## src/rtl/branch_resolver.sv

```systemverilog
// Execute-stage branch resolution: flag-based condition evaluation, redirect/flush generation,
// 2-bit BHT direction predictor (enabled by BRANCH_PREDICT_EN) and branch performance counters.
module branch_resolver #(
   parameter int BHT_ENTRIES = 16,
   parameter int XLEN        = 32
) (
   input  logic            clk,
   input  logic            rst,
   input  logic [XLEN-1:0] if_pc,
   output logic            if_pred_taken,
   input  logic            ex_valid,
   input  logic            ex_is_branch,
   input  logic            ex_is_jump,
   input  logic [2:0]      ex_funct3,
   input  logic [XLEN-1:0] ex_pc,
   input  logic [XLEN-1:0] ex_target,
   input  logic            ex_pred_taken,
   input  logic            zero,
   input  logic            sf,
   input  logic            cf,
   input  logic            vf,
   output logic            redirect_valid,
   output logic [XLEN-1:0] redirect_pc,
   output logic            flush,
   output logic [31:0]     branch_count,
   output logic [31:0]     mispredict_count
);

   localparam int IDX_W = (BHT_ENTRIES > 1) ? $clog2(BHT_ENTRIES) : 1;

   function automatic logic cond_met(input logic [2:0] f3, input logic z, input logic s,
                                     input logic c, input logic v);
      case (f3)
         3'b000:  cond_met = z;
         3'b001:  cond_met = !z;
         3'b100:  cond_met = (s != v);
         3'b101:  cond_met = (s == v);
         3'b110:  cond_met = !c;
         3'b111:  cond_met = c;
         default: cond_met = 1'b0;
      endcase
   endfunction

   function automatic logic funct3_legal(input logic [2:0] f3);
      funct3_legal = (f3[2:1] != 2'b01);
   endfunction

   function automatic logic [1:0] sat_inc(input logic [1:0] c);
      sat_inc = (c == 2'b11) ? c : c + 2'b01;
   endfunction

   function automatic logic [1:0] sat_dec(input logic [1:0] c);
      sat_dec = (c == 2'b00) ? c : c - 2'b01;
   endfunction

   logic            redirect_vld_p1;
   logic [XLEN-1:0] redirect_pc_p1;
   logic [31:0]     branch_count_p1;
   logic [31:0]     mispredict_count_p1;

   logic            resolve_p0;
   logic            jump_p0;
   logic            branch_p0;
   logic            taken_p0;
   logic            mispred_p0;
   logic            redirect_p0;
   logic [XLEN-1:0] pc_plus4_p0;
   logic [XLEN-1:0] next_pc_p0;

   // Stage p0: resolve the EX instruction; anything arriving while a redirect is out is wrong-path
   always_comb begin
      resolve_p0  = ex_valid && (ex_is_branch || ex_is_jump) && !redirect_vld_p1;
      jump_p0     = resolve_p0 && ex_is_jump;
      branch_p0   = resolve_p0 && !ex_is_jump && funct3_legal(ex_funct3);
      taken_p0    = cond_met(ex_funct3, zero, sf, cf, vf);
      mispred_p0  = branch_p0 && (taken_p0 != ex_pred_taken);
      redirect_p0 = jump_p0 || mispred_p0;
      pc_plus4_p0 = ex_pc + XLEN'(4);
      next_pc_p0  = (jump_p0 || taken_p0) ? ex_target : pc_plus4_p0;
   end

   // Stage p1: registered redirect and counters
   always_ff @(posedge clk) begin
      if (rst) begin
         redirect_vld_p1     <= 1'b0;
         redirect_pc_p1      <= '0;
         branch_count_p1     <= '0;
         mispredict_count_p1 <= '0;
      end else begin
         redirect_vld_p1 <= redirect_p0;
         if (redirect_p0)
            redirect_pc_p1 <= next_pc_p0;
         if (branch_p0)
            branch_count_p1 <= branch_count_p1 + 32'd1;
         if (mispred_p0)
            mispredict_count_p1 <= mispredict_count_p1 + 32'd1;
      end
   end

   assign redirect_valid   = redirect_vld_p1;
   assign flush            = redirect_vld_p1;
   assign redirect_pc      = redirect_pc_p1;
   assign branch_count     = branch_count_p1;
   assign mispredict_count = mispredict_count_p1;

   logic unused_pc_bits;
   assign unused_pc_bits = ^if_pc;

`ifdef BRANCH_PREDICT_EN
   logic [1:0]       bht [BHT_ENTRIES];
   logic [IDX_W-1:0] rd_idx;
   logic [IDX_W-1:0] wr_idx;

   assign rd_idx = if_pc[IDX_W+1:2];
   assign wr_idx = ex_pc[IDX_W+1:2];
   // Read is pre-update: a same-index write lands only at the clock edge
   assign if_pred_taken = bht[rd_idx][1];

   always_ff @(posedge clk) begin
      if (rst) begin
         for (int i = 0; i < BHT_ENTRIES; i++)
            bht[i] <= 2'b01;
      end else if (branch_p0) begin
         bht[wr_idx] <= taken_p0 ? sat_inc(bht[wr_idx]) : sat_dec(bht[wr_idx]);
      end
   end
`else
   logic [1:0] unused_sat;
   assign unused_sat    = sat_inc(2'b00) ^ sat_dec(2'b11);
   assign if_pred_taken = 1'b0;
`endif

endmodule

```

## config.mk

```make
export PLATFORM = sky130hd
export DESIGN_NAME = branch_resolver
export DESIGN_NICKNAME = d
export VERILOG_FILES = /design/src/rtl/branch_resolver.sv
export SDC_FILE = /design/constraint.sdc
export NUM_CORES = 1
export LEC_CHECK = 0
export BUFFER_PORTS_ARGS = -buffer_cell sky130_fd_sc_hd__buf_2
export CAP_MARGIN = 5
export CELL_PAD_IN_SITES_DETAIL_PLACEMENT = 0
export CELL_PAD_IN_SITES_GLOBAL_PLACEMENT = 1
export CORE_ASPECT_RATIO = 1.1
export CORE_MARGIN = 1
export CORE_UTILIZATION = 36
export CTS_BUF_LIST = sky130_fd_sc_hd__clkbuf_4 sky130_fd_sc_hd__clkbuf_8
export DETAILED_ROUTE_END_ITERATION = 12
export PLACE_DENSITY = 0.92
export SLEW_MARGIN = 20
export SYNTH_ARGS = -nofsm -noshare
export SYNTH_HDL_FRONTEND = slang
export SYNTH_SLANG_ARGS = --single-unit
```

## constraint.sdc

```tcl
create_clock -name clk -period 3 [get_ports clk]
set_clock_uncertainty 0.15 [all_clocks]
set_input_delay 0.3 -clock clk [delete_from_list [all_inputs] [get_ports clk]]
set_output_delay 0.3 -clock clk [all_outputs]
set_load 0.01 [all_outputs]
```

==> run_results.csv, run 1 <==
group,metric,value,unit
worst_setup_path,r2r.worst_path.cells,8,
global_routing,grt_pass1_wl,21700,um
global_routing,pin_count_of_the_biggest_net_entering_global_routing,61,
sta,final_count_of_hold_timing_violations,0,
floorplanning,i_o_pin_count,208,
global_routing,globalRoute.totalOverflow,0,
yosys,yosysUniqueCellTypes,45,
pwr,power.static_leakage,2.69,nW
place,dp.cells,954,
clock_tree,cts_max_level,3,
pwr,vdd_drop_max,0.000175,V
worst_setup_path,critPathMostFrequentCell,"sky130_fd_sc_hd__buf_4",
yosys,postSynthRegisterBits,97,
worst_setup_path,critical_path_class,"reg -> reg",
route,routed-via-count,4859,
yosys,combinational_family_with_the_most_area_after_synthesis,"simple AND/OR/NAND/NOR gates",
yosys,netlist.area_leader.share,0.376,
final_layout,drive_gt1_frac,0.303,
yosys,synth_area,5170,um2
floorplanning,coreArea,13900,um2
clock_tree,path_clk_slew,90,ps
place,port-buffer-count,174,
yosys,yosys_warnings,0,
floorplanning,die-area,14800,um2
sta,rsz0062_at_grt,"no",
route,detail_route.wirelength,13300,um
route,postRouteAntennaNets,0,
final_layout,fin_nets,889,
floorplanning,die-height,128,um
final_layout,final_cell_count_no_fill,969,
worst_setup_path,critPathSlowestCell,"sky130_fd_sc_hd__or4_1",
clock_tree,cts.repair.resized,0,
route,1st_pass_router_iterations,4,
floorplanning,start_util,0.372,
final_layout,antenna-diode-count,0,
place,finalWeightedCongestion,0.789,
yosys,synthSimpleGateAreaFrac,0.263,
global_routing,antenna_found_initial,0,
run,cap_violations,0,
clock_tree,cts_tree,"built",
hold_path,min_delay_worst_endpoint,"redirect_pc[7]$_SDFFE_PP0P_",
clock_tree,tritoncts.num_buffers,9,
worst_setup_path,worstPathRequired,3140,ps
worst_setup_path,worstPathCellList,"nor4bb_1 > buf_4 > and2_1 > buf_4 > nor4b_4 > o21ai_1 > or4_1 > a21oi_1",
yosys,synth-compound-area-share,0.156,
hold_path,min_path_type,"in -> reg",
clock_tree,clk_path_buf_depth,2,
clock_tree,clkLatencyLatePin,360,ps
global_routing,grt_pass1_vias,4587,
clock_tree,cts.root.buffer_cell,"sky130_fd_sc_hd__clkbuf_8",
route,post_dr_vias_cell,5.01,
global_routing,gr-usage-all-layers,0.184,
sta,maxSlewHeadroom,0.538,
floorplanning,std_cell_rows,45,
worst_setup_path,r2r-end,"mispredict_count[28]$_SDFFE_PP0P_",
worst_setup_path,crit_fanout,8,
yosys,synth.yosys.seq_area_share,0.376,
yosys,synth-adder-area-share,0.00726,
pwr,power_per_cell_area,393,nW/um2
clock_tree,cts_hold_buffers,0,
worst_setup_path,timing.critical_path.to_type,"flop",
worst_setup_path,crit_family,"simple AND/OR/NAND/NOR gates",
yosys,cells_taking_the_most_area_after_synthesis,"sky130_fd_sc_hd__dfxtp_1, sky130_fd_sc_hd__xor2_1, sky130_fd_sc_hd__xnor2_1",
yosys,synth_area_leader_cell,"sky130_fd_sc_hd__dfxtp_1",
yosys,fraction_of_synthesized_cell_area_in_xor_and_xnor_cells,0.142,
sta,worst_slack,443,ps
worst_setup_path,startpoint_type,"flop",
yosys,synth_cells,610,
final_layout,syn_to_final_growth,26.6,%
pwr,finalPower,2.57,mW
route,remaining_drc_errors,0,
route,initialDrtViolationCount,233,
route,wl_per_cell,13.8,um
sta,post-route-min-period,2560,ps
place,place_worst_setup_slack,217,ps
final_layout,fillCellCount,1427,
hold_path,worst_hold_startpoint,"ex_target[7]",
yosys,synth_nets,722,
place,hpwlAfterDp,9550,um
run_status,outcome,"complete, no violations",
hold_path,number_of_cells_on_the_worst_hold_path,3,
worst_setup_path,critical_path_buf_inv_count,2,
yosys,mean_syn_cell_area,8.47,um2
worst_setup_path,timing.rr.start,"flush$_SDFF_PP0_",
sta,achievable-frequency,0.391,GHz
clock_tree,clock_sinks,97,
sta,report.final.slew_viol_count,0,
final_layout,finalCoreUtilization,0.471,
sta,setup_tns,0,ps
worst_setup_path,critical-path-max-stage-delay,540,ps
worst_setup_path,timing.reg2reg.setup_slack,440,ps
clock_tree,cts_post_setup_buffers_inserted,0,
floorplanning,die-width,116,um
worst_setup_path,critPathArrivalTime,2700,ps
yosys,synthMuxAreaShare,0.0160,
sta,tightestPinTransition,692,ps
sta,fin_crit_sh,0.852,
sta,setup_viol,0,
-- metal layers --
| metal | GRT usage | up-vias | wire [um] |
|---|---|---|---|
| met2 | 0.303 | 127 | 6180 |
| met5 | 0 | - | 0 |
| met1 | 0.227 | 2223 | 6040 |
| li1 | - | 2496 | - |
| met3 | 0.0515 | 13 | 908 |
| met4 | 0.0664 | 0 | 198 |
-- cells in the final DEF, fill, tap and decap left out, types with 8 or more instances in the layout --
master	count
sky130_fd_sc_hd__nand3_1	31
sky130_fd_sc_hd__xor2_1	41
sky130_fd_sc_hd__buf_4	14
sky130_fd_sc_hd__and2_1	8
sky130_fd_sc_hd__nand2_1	67
sky130_fd_sc_hd__buf_2	173
sky130_fd_sc_hd__nand4_1	24
sky130_fd_sc_hd__a211oi_2	10
sky130_fd_sc_hd__and3_1	12
sky130_fd_sc_hd__dfxtp_1	97
sky130_fd_sc_hd__xnor2_1	40
sky130_fd_sc_hd__inv_1	9
sky130_fd_sc_hd__a2111oi_2	9
sky130_fd_sc_hd__clkbuf_8	9
sky130_fd_sc_hd__a21oi_1	37
sky130_fd_sc_hd__o211ai_1	17
sky130_fd_sc_hd__and4_1	16
sky130_fd_sc_hd__nor2_1	79
sky130_fd_sc_hd__a211o_1	13
-- final cells by class --
| type | count | area [um2] | share of cell area |
|---|---|---|---|
| clock buffers | 12 | 146 | 0.0224 |
| inverters | 9 | 33.8 | 0.00516 |
| clock inverters | 3 | 42.5 | 0.00650 |
| repair buffers | 194 | 1110 | 0.170 |
| multi-input cells | 466 | 3030 | 0.464 |
| well taps | 188 | 235 | 0.0359 |
| flip-flops and latches | 97 | 1940 | 0.297 |
-- synth_stat cells, drive strengths merged --
library cell and instances:
o211ai 18, nor4b 1, nor3 8, inv 9, a211oi 14, o31ai 5, nor2b 3, or2 1
or4b 1, xnor2 40, mux2i 6, clkbuf 31, nor2 79, nor4 5, ha 3, a211o 13
and4 16, buf 7, and2 9, nand2b 1, nor4bb 1, conb 1, and3 12, nand4 24
nor3b 1, or3 4, and3b 1, mux4 1, dfxtp 97, a2111oi 9, or4 5, nand2 67
nand3 31, xor2 41, xnor3 1, o211a 1, o21ai 6, a21oi 37
-- state kept, by name (all words and copies together) (netlist names) --
name / flops
redirect_pc: 32
flush: 1
mispredict_count: 32
branch_count: 32
-- cells by family (layout without fill, tap and decap cells) --
| group | after synthesis | count (layout) |
|---|---|---|
| other | 1 | 1 |
| buffers and inverters | 47 | 218 |
| and+or+nand+nor | 270 | 270 |
| xor gates and xnor gates | 82 | 82 |
| muxes | 7 | 7 |
| DFF | 97 | 97 |
| adders and majority gates | 3 | 3 |
| AOI/OAI and AO/OA | 103 | 103 |
-- stage by stage --
step / instance area, um2 / hold WS, ps
CTS: 6550 / 83.4
detailed placement: 6360 / 290
global route: 6550 / 107
global placement: 6360 / 286
finish: 6550 / 107
floorplan: 5170 / 326
-- worst register-to-register path, cell delays in order, from the launching register on --
cell and delay (ps):
sky130_fd_sc_hd__dfxtp_1 350, sky130_fd_sc_hd__nor4bb_1 290, sky130_fd_sc_hd__buf_4 190, sky130_fd_sc_hd__and2_1 130, sky130_fd_sc_hd__buf_4 160, sky130_fd_sc_hd__nor4b_4 290
sky130_fd_sc_hd__o21ai_1 230, sky130_fd_sc_hd__or4_1 540, sky130_fd_sc_hd__a21oi_1 160
-- report_power, final --
group / internal (mW) / switching, mW / leakage, nW
clock: 0.409 / 0.451 / 0.0967
combinational: 0.159 / 0.213 / 1.80
sequential: 1.32 / 0.0192 / 0.786
-- worst max path at each step --
stage	from	endpoint	slack [ps]	cells past startpoint
global route	flush$_SDFF_PP0_	mispredict_count[28]$_SDFFE_PP0P_	270	8
global placement	ex_funct3[2]	mispredict_count[10]$_SDFFE_PP0P_	260	8
finish	flush$_SDFF_PP0_	mispredict_count[28]$_SDFFE_PP0P_	440	8
detailed placement	ex_funct3[2]	mispredict_count[22]$_SDFFE_PP0P_	220	8
floorplan	cf	mispredict_count[31]$_SDFFE_PP0P_	530	7
CTS	flush$_SDFF_PP0_	mispredict_count[28]$_SDFFE_PP0P_	400	8
Note: power is estimated with default switching activity, not from simulation.
==> inputs of run 2 (changes only) <==
--- a/config.mk
+++ b/config.mk
@@ -14,6 +14,7 @@
 export CORE_UTILIZATION = 36
 export CTS_BUF_LIST = sky130_fd_sc_hd__clkbuf_4 sky130_fd_sc_hd__clkbuf_8
 export DETAILED_ROUTE_END_ITERATION = 12
+export HOLD_SLACK_MARGIN = 0.02
 export PLACE_DENSITY = 0.92
 export SLEW_MARGIN = 20
 export SYNTH_ARGS = -nofsm -noshare
==> constraint.sdc (replaced) <==
create_clock -name clk -period 3 [get_ports clk]
set_clock_uncertainty 0.15 [all_clocks]
set_input_delay 0 -clock clk [delete_from_list [all_inputs] [get_ports clk]]
set_output_delay 0 -clock clk [all_outputs]
set_load 0.01 [all_outputs]
==> run_results.csv, run 2 (synthesis gave the netlist of run 1 again) <==
group,metric,value,unit
run_status,outcome,"complete, no violations",
hold_path,min_path_type,"in -> reg",
worst_setup_path,startpoint_type,"flop",
sta,rsz0062_at_grt,"no",
clock_tree,cts.root.buffer_cell,"sky130_fd_sc_hd__clkbuf_8",
sta,report.final.slew_viol_count,0,
place,port-buffer-count,174,
clock_tree,tritoncts.num_buffers,9,
floorplanning,std_cell_rows,45,
global_routing,antenna_found_initial,3,
sta,tightestPinTransition,1070,ps
clock_tree,clkLatencyLatePin,370,ps
worst_setup_path,worstPathRequired,3140,ps
place,finalWeightedCongestion,0.781,
route,detail_route.wirelength,14500,um
clock_tree,clk_path_buf_depth,2,
final_layout,final_cell_count_no_fill,1033,
floorplanning,coreArea,13900,um2
place,dp.cells,948,
global_routing,grt_pass1_wl,23300,um
final_layout,syn_to_final_growth,38.7,%
hold_path,worst_hold_startpoint,"ex_pc[6]",
floorplanning,die-width,116,um
global_routing,pin_count_of_the_biggest_net_entering_global_routing,98,
final_layout,highest_count_cells_in_the_layout_ignoring_fill_and_taps,"sky130_fd_sc_hd__buf_2, sky130_fd_sc_hd__dfxtp_1, sky130_fd_sc_hd__nor2_1",
global_routing,globalRoute.totalOverflow,0,
worst_setup_path,timing.critical_path.to_type,"flop",
route,routed-via-count,5180,
route,post_dr_vias_cell,5.01,
hold_path,min_delay_worst_endpoint,"redirect_pc[6]$_SDFFE_PP0P_",
worst_setup_path,timing.rr.start,"flush$_SDFF_PP0_",
final_layout,mostFrequentLayoutCell,"sky130_fd_sc_hd__buf_2",
pwr,power.static_leakage,2.91,nW
sta,setup_viol,0,
place,hpwlAfterDp,9410,um
sta,final_count_of_hold_timing_violations,0,
sta,setup_tns,0,ps
clock_tree,path_clk_slew,90,ps
worst_setup_path,timing.reg2reg.setup_slack,240,ps
clock_tree,clock_sinks,97,
pwr,vdd_drop_max,0.000217,V
final_layout,drive_gt1_frac,0.279,
sta,post-route-min-period,2760,ps
worst_setup_path,critical_path_class,"reg -> reg",
route,remaining_drc_errors,0,
sta,achievable-frequency,0.362,GHz
floorplanning,start_util,0.372,
run,cap_violations,0,
route,initialDrtViolationCount,260,
final_layout,fin_nets,950,
worst_setup_path,critPathArrivalTime,2900,ps
pwr,power_per_cell_area,377,nW/um2
global_routing,gr-usage-all-layers,0.198,
clock_tree,cts_max_level,3,
worst_setup_path,worstSetupStartpoint,"flush$_SDFF_PP0_",
worst_setup_path,critPathSlowestCell,"sky130_fd_sc_hd__dlygate4sd3_1",
worst_setup_path,crit_fanout,23,
hold_path,number_of_cells_on_the_worst_hold_path,6,
global_routing,grt_pass1_vias,4924,
sta,maxSlewHeadroom,0.290,
floorplanning,die-area,14800,um2
route,wl_per_cell,14.1,um
worst_setup_path,critical-path-max-stage-delay,590,ps
final_layout,fillCellCount,1343,
floorplanning,i_o_pin_count,208,
route,1st_pass_router_iterations,4,
worst_setup_path,r2r-end,"redirect_pc[13]$_SDFFE_PP0P_",
worst_setup_path,r2r.worst_path.cells,9,
worst_setup_path,worstPathCellList,"nor4bb_2 > buf_4 > and2_1 > nor4b_4 > or3_1 > buf_12 > o211ai_1 > dlygate4sd3_1 > a21oi_1",
floorplanning,die-height,128,um
sta,fin_crit_sh,0.921,
route,postRouteAntennaNets,0,
clock_tree,cts_tree,"built",
[run 2: cell count changes in the layout (fill, tap and decap cells not counted)]
cell / change
sky130_fd_sc_hd__o211a_4: +1
sky130_fd_sc_hd__clkbuf_8: +2
sky130_fd_sc_hd__clkbuf_4: -2
sky130_fd_sc_hd__clkinv_4: +1
sky130_fd_sc_hd__o211a_2: -1
sky130_fd_sc_hd__buf_12: -3
sky130_fd_sc_hd__dlygate4sd3_1: +65
sky130_fd_sc_hd__nor4bb_2: +1
sky130_fd_sc_hd__diode_2: +2
sky130_fd_sc_hd__nor4bb_1: -1
sky130_fd_sc_hd__buf_4: -1
[run 2: cell type report]
class | count | area (um2) | share of cell area
Timing Repair Buffer | 255 | 1690 | 0.236
Clock inverter | 4 | 51.3 | 0.00716
Sequential cell | 97 | 1940 | 0.271
Antenna cell | 2 | 5.00 | 0.000698
Inverter | 9 | 33.8 | 0.00471
Multi-Input combinational cell | 466 | 3050 | 0.425
Clock buffer | 12 | 159 | 0.0222
Tap cell | 188 | 235 | 0.0328
[run 2: through the flow]
stage                     hold slack [ps]  worst slack, ps  instance area (um2)   util  power (mW)
after floorplan                      84.1              574                 5170      -        1.58
after global placement                175              255                 6270  0.451        1.74
after detailed placement              187              251                 6270  0.451        1.74
after CTS                            21.1              149                 7130  0.513        2.73
after global routing                 75.6             11.7                 7170  0.515        2.84
final                                55.5              238                 7170  0.515        2.71
[run 2: critical path: cells and delay by family, from the launching register on]
family | cells | cell delay [ps]
AND/OR/NAND/NOR | 4 | 980
flip-flops | 1 | 360
AO/OA/AOI/OAI | 2 | 260
buffers and inverters | 3 | 940
[run 2: repair_timing]
action,in CTS,in global routing
setup buffers,0,2
gates resized for setup,0,2
setup endpoints to repair,0,13
hold endpoints to repair,33,0
hold buffers,65,0
[run 2: worst max path at each step]
stage                                        endpoint  slack, ps  cells after the start
finish                   redirect_pc[13]$_SDFFE_PP0P_        240                      9
global placement         redirect_pc[24]$_SDFFE_PP0P_        250                      8
detailed placement       redirect_pc[19]$_SDFFE_PP0P_        250                      8
floorplan           mispredict_count[31]$_SDFFE_PP0P_        570                      8
global route             redirect_pc[13]$_SDFFE_PP0P_         10                      9
CTS                      redirect_pc[14]$_SDFFE_PP0P_        150                      9
[run 2: per-layer routing]
metal  routed length (um)  vias up  global-route usage
li1                     -     2618                   -
met1                 6360     2394               0.235
met2                 7000      143               0.335
met3                  842       23              0.0492
met4                  301        2              0.0822
met5                   11        -                   0
[run 2: where the power goes]
part	total (mW)	switching, mW	internal [mW]
sequential	1.34	0.0209	1.32
combinational	0.458	0.236	0.222
clock	0.902	0.461	0.441
